<file path="src/rtl/axi_write_arbiter_if.sv">
// Bundle of request, downstream-handshake and grant/enable signals for axi_write_arbiter.
// "slave" is the arbiter's view; "master" is the requester/downstream side that drives it.
interface axi_write_arbiter_if #(
  parameter int LEN_WIDTH = 8
);
  logic                 req0_awvalid;
  logic [LEN_WIDTH-1:0] req0_awlen;
  logic                 req1_awvalid;
  logic [LEN_WIDTH-1:0] req1_awlen;
  logic                 aw_hs;
  logic                 w_hs;
  logic                 b_hs;
  logic                 grant_valid;
  logic                 grant_sel;
  logic                 aw_enable;
  logic                 w_enable;
  logic                 b_enable;
  logic                 w_last;
  logic [LEN_WIDTH-1:0] beats_left;
  logic                 burst_done;
  // Debug view of the FSM state (0 IDLE, 1 ADDR, 2 DATA, 3 RESP).
  logic [1:0]           dbg_state;

  // Handshake semantics: aw_hs/w_hs/b_hs are single-cycle "transfer happened" strobes
  // (valid && ready already combined downstream); each is only honoured while the
  // matching *_enable output is high, and is ignored otherwise.
  modport slave (
    input  req0_awvalid, req0_awlen, req1_awvalid, req1_awlen, aw_hs, w_hs, b_hs,
    output grant_valid, grant_sel, aw_enable, w_enable, b_enable, w_last,
           beats_left, burst_done, dbg_state
  );

  modport master (
    output req0_awvalid, req0_awlen, req1_awvalid, req1_awlen, aw_hs, w_hs, b_hs,
    input  grant_valid, grant_sel, aw_enable, w_enable, b_enable, w_last,
           beats_left, burst_done, dbg_state
  );
endinterface

</file>
<file path="src/rtl/axi_write_arbiter.sv">
// Two-requester AXI write-path arbiter: owns one burst at a time through ADDR/DATA/RESP.
// Define AXI_ARB_ROUND_ROBIN_EN for round-robin on contested requests; default is fixed priority to requester 0.
module axi_write_arbiter #(
  parameter int LEN_WIDTH = 8
) (
  input  logic               clk,
  input  logic               reset_n,
  axi_write_arbiter_if.slave bus
);

  typedef enum logic [1:0] {
    IDLE = 2'd0,
    ADDR = 2'd1,
    DATA = 2'd2,
    RESP = 2'd3
  } state_e;

  state_e               state_q, state_d;
  logic                 grant_sel_q, grant_sel_d;
  logic [LEN_WIDTH-1:0] beats_left_q, beats_left_d;
  logic                 burst_done_q, burst_done_d;
  logic                 winner;

`ifdef AXI_ARB_ROUND_ROBIN_EN
  logic                 last_owner_q, last_owner_d;

  // Contested: hand the path to whoever did not own it last; otherwise the lone requester.
  assign winner = (bus.req0_awvalid && bus.req1_awvalid) ? ~last_owner_q : ~bus.req0_awvalid;
`else
  assign winner = ~bus.req0_awvalid;
`endif

  always_comb begin
    state_d      = state_q;
    grant_sel_d  = grant_sel_q;
    beats_left_d = beats_left_q;
    burst_done_d = 1'b0;
`ifdef AXI_ARB_ROUND_ROBIN_EN
    last_owner_d = last_owner_q;
`endif
    case (state_q)
      IDLE: begin
        if (bus.req0_awvalid || bus.req1_awvalid) begin
          state_d      = ADDR;
          grant_sel_d  = winner;
          beats_left_d = winner ? bus.req1_awlen : bus.req0_awlen;
        end
      end
      ADDR: begin
        if (bus.aw_hs) state_d = DATA;
      end
      DATA: begin
        // beats_left counts remaining beats minus one, so all-ones gives 2^LEN_WIDTH beats.
        if (bus.w_hs) begin
          if (beats_left_q == '0) state_d = RESP;
          else                    beats_left_d = beats_left_q - 1'b1;
        end
      end
      RESP: begin
        if (bus.b_hs) begin
          state_d      = IDLE;
          burst_done_d = 1'b1;
`ifdef AXI_ARB_ROUND_ROBIN_EN
          last_owner_d = grant_sel_q;
`endif
        end
      end
      default: state_d = IDLE;
    endcase
  end

  always_ff @(posedge clk or negedge reset_n) begin
    if (!reset_n) begin
      state_q      <= IDLE;
      grant_sel_q  <= 1'b0;
      beats_left_q <= '0;
      burst_done_q <= 1'b0;
`ifdef AXI_ARB_ROUND_ROBIN_EN
      last_owner_q <= 1'b1;
`endif
    end else begin
      state_q      <= state_d;
      grant_sel_q  <= grant_sel_d;
      beats_left_q <= beats_left_d;
      burst_done_q <= burst_done_d;
`ifdef AXI_ARB_ROUND_ROBIN_EN
      last_owner_q <= last_owner_d;
`endif
    end
  end

  assign bus.grant_valid = (state_q != IDLE);
  assign bus.grant_sel   = grant_sel_q;
  assign bus.aw_enable   = (state_q == ADDR);
  assign bus.w_enable    = (state_q == DATA);
  assign bus.b_enable    = (state_q == RESP);
  assign bus.w_last      = (state_q == DATA) && (beats_left_q == '0);
  assign bus.beats_left  = beats_left_q;
  assign bus.burst_done  = burst_done_q;
  assign bus.dbg_state   = state_q;

endmodule

</file>
<file path="src/flat_wrapper.sv">
// flat-port wrapper written by rule: the top's interface ports become plain ports
module axi_write_arbiter_flat 
#(
  parameter int LEN_WIDTH = 8
)
  (clk, reset_n, bus_req0_awvalid, bus_req0_awlen, bus_req1_awvalid, bus_req1_awlen, bus_aw_hs, bus_w_hs, bus_b_hs, bus_grant_valid, bus_grant_sel, bus_aw_enable, bus_w_enable, bus_b_enable, bus_w_last, bus_beats_left, bus_burst_done, bus_dbg_state);
  axi_write_arbiter_if #(.LEN_WIDTH(LEN_WIDTH)) bus_i ();
  input  logic clk;
  input  logic reset_n;
  input wire logic [$bits(bus_i.req0_awvalid)-1:0] bus_req0_awvalid;
  input wire logic [$bits(bus_i.req0_awlen)-1:0] bus_req0_awlen;
  input wire logic [$bits(bus_i.req1_awvalid)-1:0] bus_req1_awvalid;
  input wire logic [$bits(bus_i.req1_awlen)-1:0] bus_req1_awlen;
  input wire logic [$bits(bus_i.aw_hs)-1:0] bus_aw_hs;
  input wire logic [$bits(bus_i.w_hs)-1:0] bus_w_hs;
  input wire logic [$bits(bus_i.b_hs)-1:0] bus_b_hs;
  output wire logic [$bits(bus_i.grant_valid)-1:0] bus_grant_valid;
  output wire logic [$bits(bus_i.grant_sel)-1:0] bus_grant_sel;
  output wire logic [$bits(bus_i.aw_enable)-1:0] bus_aw_enable;
  output wire logic [$bits(bus_i.w_enable)-1:0] bus_w_enable;
  output wire logic [$bits(bus_i.b_enable)-1:0] bus_b_enable;
  output wire logic [$bits(bus_i.w_last)-1:0] bus_w_last;
  output wire logic [$bits(bus_i.beats_left)-1:0] bus_beats_left;
  output wire logic [$bits(bus_i.burst_done)-1:0] bus_burst_done;
  output wire logic [$bits(bus_i.dbg_state)-1:0] bus_dbg_state;
  assign bus_i.req0_awvalid = bus_req0_awvalid;
  assign bus_i.req0_awlen = bus_req0_awlen;
  assign bus_i.req1_awvalid = bus_req1_awvalid;
  assign bus_i.req1_awlen = bus_req1_awlen;
  assign bus_i.aw_hs = bus_aw_hs;
  assign bus_i.w_hs = bus_w_hs;
  assign bus_i.b_hs = bus_b_hs;
  assign bus_grant_valid = bus_i.grant_valid;
  assign bus_grant_sel = bus_i.grant_sel;
  assign bus_aw_enable = bus_i.aw_enable;
  assign bus_w_enable = bus_i.w_enable;
  assign bus_b_enable = bus_i.b_enable;
  assign bus_w_last = bus_i.w_last;
  assign bus_beats_left = bus_i.beats_left;
  assign bus_burst_done = bus_i.burst_done;
  assign bus_dbg_state = bus_i.dbg_state;
  axi_write_arbiter #(.LEN_WIDTH(LEN_WIDTH)) u_core (.clk(clk), .reset_n(reset_n), .bus(bus_i));
endmodule
</file>
<file path="config.mk">
export PLATFORM = sky130hd
export DESIGN_NAME = axi_write_arbiter_flat
export DESIGN_NICKNAME = d
export VERILOG_FILES = /design/src/rtl/axi_write_arbiter_if.sv /design/src/rtl/axi_write_arbiter.sv /design/src/flat_wrapper.sv
export SDC_FILE = /design/constraint.sdc
export NUM_CORES = 1
export LEC_CHECK = 0
export CAP_MARGIN = 20
export CORE_MARGIN = 4
export CORE_UTILIZATION = 46
export DETAILED_ROUTE_END_ITERATION = 8
export PLACE_DENSITY_LB_ADDON = 0.12
export SLEW_MARGIN = 10
export SYNTH_ARGS = -nofsm -noshare
export SYNTH_HDL_FRONTEND = slang
export SYNTH_SLANG_ARGS = --single-unit
</file>
<file path="constraint.sdc">
create_clock -name clk -period 3.2 [get_ports clk]
set_input_delay 0.64 -clock clk [delete_from_list [all_inputs] [get_ports clk]]
set_output_delay 0.64 -clock clk [all_outputs]
set_load 0.02 [all_outputs]
</file>
# Word level (Yosys, flattened, before mapping)

Index checks and enable logic that the tools add are counted.

Bits of input ports: 23
Latch bits: 0
Output and inout bits: 17
ROM bits: 0
Memory bits (writable): 0
Flip-flop bits (word level): 12
Memories: 0

Bitwise logic cells: 1
Equality and inequality tests: 9
Div/mod/pow operators: 0
$lt $le $gt $ge: 0
Mux-type cells: 13
Shifts and indexed selects: 0
Add/sub/neg operators: 1
Reductions and logical operators: 9
Multiply operators: 0

Operator list:

| operator                                              | number |
|---|---|
| 2-to-1 mux 8 bit                                      | 4 |
| case mux 8 bit (2 select lines)                       | 1 |
| 2-to-1 mux 2 bit                                      | 5 |
| logical NOT 8 bit                                     | 1 |
| inequality test 2 bit, second input constant          | 4 |
| case mux 2 bit (4 select lines)                       | 1 |
| subtractor 8 x 1 -> 8 bit, second input constant      | 1 |
| AND reduction 5 bit                                   | 1 |
| == test 2 bit, second input constant                  | 2 |
| inequality test 2 x 1 -> 1 bit, second input constant | 2 |
| AND reduction 4 bit                                   | 1 |
| nonzero test 2 bit                                    | 2 |
| == test 2 x 1 -> 1 bit, second input constant         | 1 |
| logical NOT 2 bit                                     | 1 |
| 2-to-1 mux 1 bit                                      | 2 |
| AND reduction 2 bit                                   | 1 |
| logical AND 1 bit                                     | 1 |
| logical OR 1 bit                                      | 1 |
| inverter 1 bit                                        | 1 |

# Depth between registers and ports, before layout

Depth in word-level cells: 4
Mapped depth: 7
Depth with buffers taken out: 6

# Worst setup path after synthesis

Ideal clock, no wire load.

Path type: register to output
Start: reg u_core.state_q[0] (netlist: u_core.bus.dbg_state[0])
End: out bus_w_last
Stages on the path, launching flop included: 6
Setup slack: 0.865 ns
Arrival time: 1.695 ns
Path buffers: 2
Data required time: 2.560 ns
Cell sequence: dfrtp_1 -> inv_1 -> ha_1 -> buf_4 -> clkbuf_1 -> and3_1

Cells in the longest elaborated chain, start to end: 2

RTL lines:

| what                     | RTL line                | text |
|---|---|---|
| start: declaration       | axi_write_arbiter.sv:18 | `state_e state_q, state_d;` |
| start signal: assignment | axi_write_arbiter.sv:82 | `state_q <= state_d;` |
| == test 2 bit            | -                       |  |
| net bus_w_enable         | flat_wrapper.sv:20      | `output wire logic [$bits(bus_i.w_enable)-1:0] bus_w_enable;` |
| logical AND 1 bit        | axi_write_arbiter.sv:97 | `assign bus.w_last = (state_q == DATA) && (beats_left_q == '0);` |
| end: declaration         | flat_wrapper.sv:22      | `output wire logic [$bits(bus_i.w_last)-1:0] bus_w_last;` |

The timed path passes the listed nets, and every way through them passes these cells.

# Worst setup path after layout

Start: reg u_core.beats_left_q[0] (netlist: u_core.bus.beats_left[0])
End: out bus_w_last

Cells in the longest elaborated chain, start to end: 2

RTL lines:

| what                     | RTL line                | text |
|---|---|---|
| start: declaration       | axi_write_arbiter.sv:20 | `logic [LEN_WIDTH-1:0] beats_left_q, beats_left_d;` |
| start signal: assignment | axi_write_arbiter.sv:84 | `beats_left_q <= beats_left_d;` |
| logical NOT 8 bit        | axi_write_arbiter.sv:97 |  |
| logical AND 1 bit        | axi_write_arbiter.sv:97 |  |

Every way passes these cells.

==> run_results.csv <==
group,metric,value,unit
run_status,status,"finished clean",
clock_tree,postCtsHoldBufs,0,
grt,grt_overflow,0,
grt,antenna_found_initial,0,
place,hpwl,2028,um
place,post_dp_cell_area,1409,sq um
worst_setup_path,crit_type,"flop to output port",
drt,route.detailed.drc,0,
floorplan,dieHeight,54.56,um
worst_setup_path,r2r_slack,1.16,ns
cells_and_area,layout-drive-gt1-share,11.81,%
yosys,synth.distinct_cells,43,
clock_tree,cts-resized-gates,0,
yosys,synthArstFlopShare,100.0,%
min_path,hp-class,"flop to flop",
timing,hold_viol,0,
drt,ant_nets,0,
worst_setup_path,slowest_delay,0.60,ns
clock_tree,clock-sinks,12,
drt,drt_pass1_iterations,4,
worst_setup_path,reg2reg_depth,7,
timing,worst_slew_pin_slew,0.5711,ns
grt,grt_pass1_vias,955,
floorplan,num_io_pins,40,
power_and_ir_drop,leakage,0.5808,nW
yosys,seq_area_frac_synth,30.11,%
yosys,synth_fp_nets,133,
grt,globalRouteTotalUtil,20.51,%
yosys,ys_top_cells_by_area,"dfrtp_1 (30%), ha_1 (8.8%), mux2i_1 (5.0%)",
cells_and_area,antenna_cells,0,
yosys,yosys_most_used_dff,"dfrtp_1",
drt,wirelength,2669,um
floorplan,dieArea,2977,sq um
yosys,yosys.area.top_type,"dfrtp_1",
floorplan,start_util,49.81,%
cells_and_area,final_area,1445,sq um
floorplan,die_w,54.56,um
cells_and_area,nets,175,
cells_and_area,layout_common_cells,"clkdlybuf4s50_1 (39), dfrtp_1 (12), inv_1 (11), ha_1 (7)",
timing,fin_crit,2.719,ns
place,gp_congestion,0.9470,
worst_setup_path,crit_fanout,6,
timing,slew_headroom,61.81,%
cells_and_area,fin_cells,171,
grt,grt_start_max_net_pins,22,
place,port_buffers,39,
timing,drv_slew,0,
drt,drt-wirelength-per-cell,15.61,um
clock_tree,cts_setup_buffers,0,
worst_setup_path,cp-start-kind,"flop",
timing,whs,0.5363,ns
clock_tree,numCtsBuffers,3,
power_and_ir_drop,peakVddDrop,665.7,uV
run,cap_violations,0,
yosys,syn_area,997.2,sq um
yosys,avgSynthCellArea,9.682,sq um
timing,period_share,84.98,%
timing,rsz0062_at_grt,"false",
cells_and_area,layout_commonest_cell,"clkdlybuf4s50_1",
worst_setup_path,cp.required,2.56,ns
drt,vias,987,
worst_setup_path,crit_slowest_cell,"clkdlybuf4s50_1",
timing,finalSetupTns,0,ns
clock_tree,root_buffer,"clkbuf_4",
drt,first_iter_violations,23,
yosys,ys_warn_count,0,
yosys,netlist_instances,103,
floorplan,num_rows,16,
clock_tree,clockBufferDepth,2,
clock_tree,clk-insertion-delay-late,0.28,ns
worst_setup_path,arrival,2.08,ns
power_and_ir_drop,pwr_density_cell,992.3,nW/um^2
yosys,synth_edf_count,0,
clock_tree,cts_tree,"built",
clock_tree,htreeDepth,1,
yosys,synth-seq-cells,12,
timing,fin_worst_skew,0.0005254,ns
worst_setup_path,crit_cells,5,
worst_setup_path,critPathBufInv,2,
worst_setup_path,crit_family,"buffers and inverters",
worst_setup_path,cp-end-kind,"output port",
min_path,hold_depth,2,
place,dp.cells,167,
timing,clock.fmax,0.3677,GHz
worst_setup_path,crit_chain,"inv_1 > ha_1 > nor4b_4 > and3_1 > clkdlybuf4s50_1",
floorplan,core,2002,sq um
drt,vias_per_cell,5.772,
grt,grt_pass1_wl,4305,um
timing,setup_violations,0,
power_and_ir_drop,finalPower,1.434,mW
clock_tree,clk_pin_slew,0.08,ns
yosys,synth_top_area_share,30.11,%
cells_and_area,area_delta_synth_final,44.92,%
[where the power goes]
part           switching (mW)  internal, mW
clock network          0.0571        0.0694
registers               0.115         0.229
logic                   0.504         0.460
[through the flow]
| stage | setup WS (ns) | util, % |
|---|---|---|
| after floorplan | 0.8652 | - |
| after global placement | 0.8308 | 70.38 |
| after detailed placement | 0.7889 | 70.38 |
| after CTS | 0.4711 | 72.19 |
| after global routing | 0.3204 | 72.19 |
| final | 0.4807 | 72.19 |
[synthesized netlist by cell type, types with 3 or more instances]
cell type / count
a21oi_1: 4
a31oi_1: 4
dfrtp_1: 12
ha_1: 7
inv_1: 11
mux2i_1: 5
nand2_1: 4
nor2_1: 4
o211ai_1: 3
o21ai_0: 5
o221ai_1: 3
o2bb2ai_1: 5
[routing by layer]
metal | vias to the layer above | track usage, % | part of all wire (%)
li1 | 472 | - | -
met1 | 452 | 25.80 | 44
met2 | 51 | 30.28 | 44
met3 | 12 | 4.360 | 8.2
met4 | 0 | 15.77 | 4.1
met5 | - | 0 | 0
[path summary, 6_finish.rpt]
path | from | endpoint
max | u_core.bus.beats_left[0]$_DFFE_PN0P_ | bus_w_last
max reg2reg | u_core.bus.dbg_state[0]$_DFFE_PN0P_ | u_core.bus.beats_left[6]$_DFFE_PN0P_
min reg2reg | u_core.bus.grant_sel$_DFFE_PN0P_ | u_core.bus.grant_sel$_DFFE_PN0P_
min in group asynchronous | reset_n | u_core.bus.burst_done$_DFF_PN0_
min | u_core.bus.grant_sel$_DFFE_PN0P_ | u_core.bus.grant_sel$_DFFE_PN0P_
max in group asynchronous | reset_n | u_core.bus.beats_left[3]$_DFFE_PN0P_
[state kept, by name, summed over array words and instances, names as in the netlist]
register,cells
u_core.bus.grant_sel,1
u_core.bus.beats_left,8
u_core.bus.dbg_state,2
u_core.bus.burst_done,1
[worst min-delay path: stages (launching register included)]
cell and delay [ns]:
dfrtp_1 0.35, a21oi_1 0.04, a21oi_1 0.10
[kinds of logic (layout without fill, tap and decap cells)]
family	after synthesis	after routing	synth area share, %
AOI/OAI and AO/OA	35	35	28.36
muxes	8	8	8.783
DFF	12	12	30.11
and+or+nand+nor	26	26	17.07
adders and majority gates	7	7	8.783
buffers and inverters	15	56	6.900
[cell type report]
| cell class | instances | area, sq um |
|---|---|---|
| flip-flops and latches | 12 | 300.3 |
| well taps | 27 | 33.78 |
| repair buffers | 41 | 405.4 |
| fillers | 161 | 556.8 |
| clock buffers | 4 | 36.28 |
| inverters | 11 | 41.29 |
| multi-input cells | 76 | 628.1 |
Power figures use the tool's default switching activity.
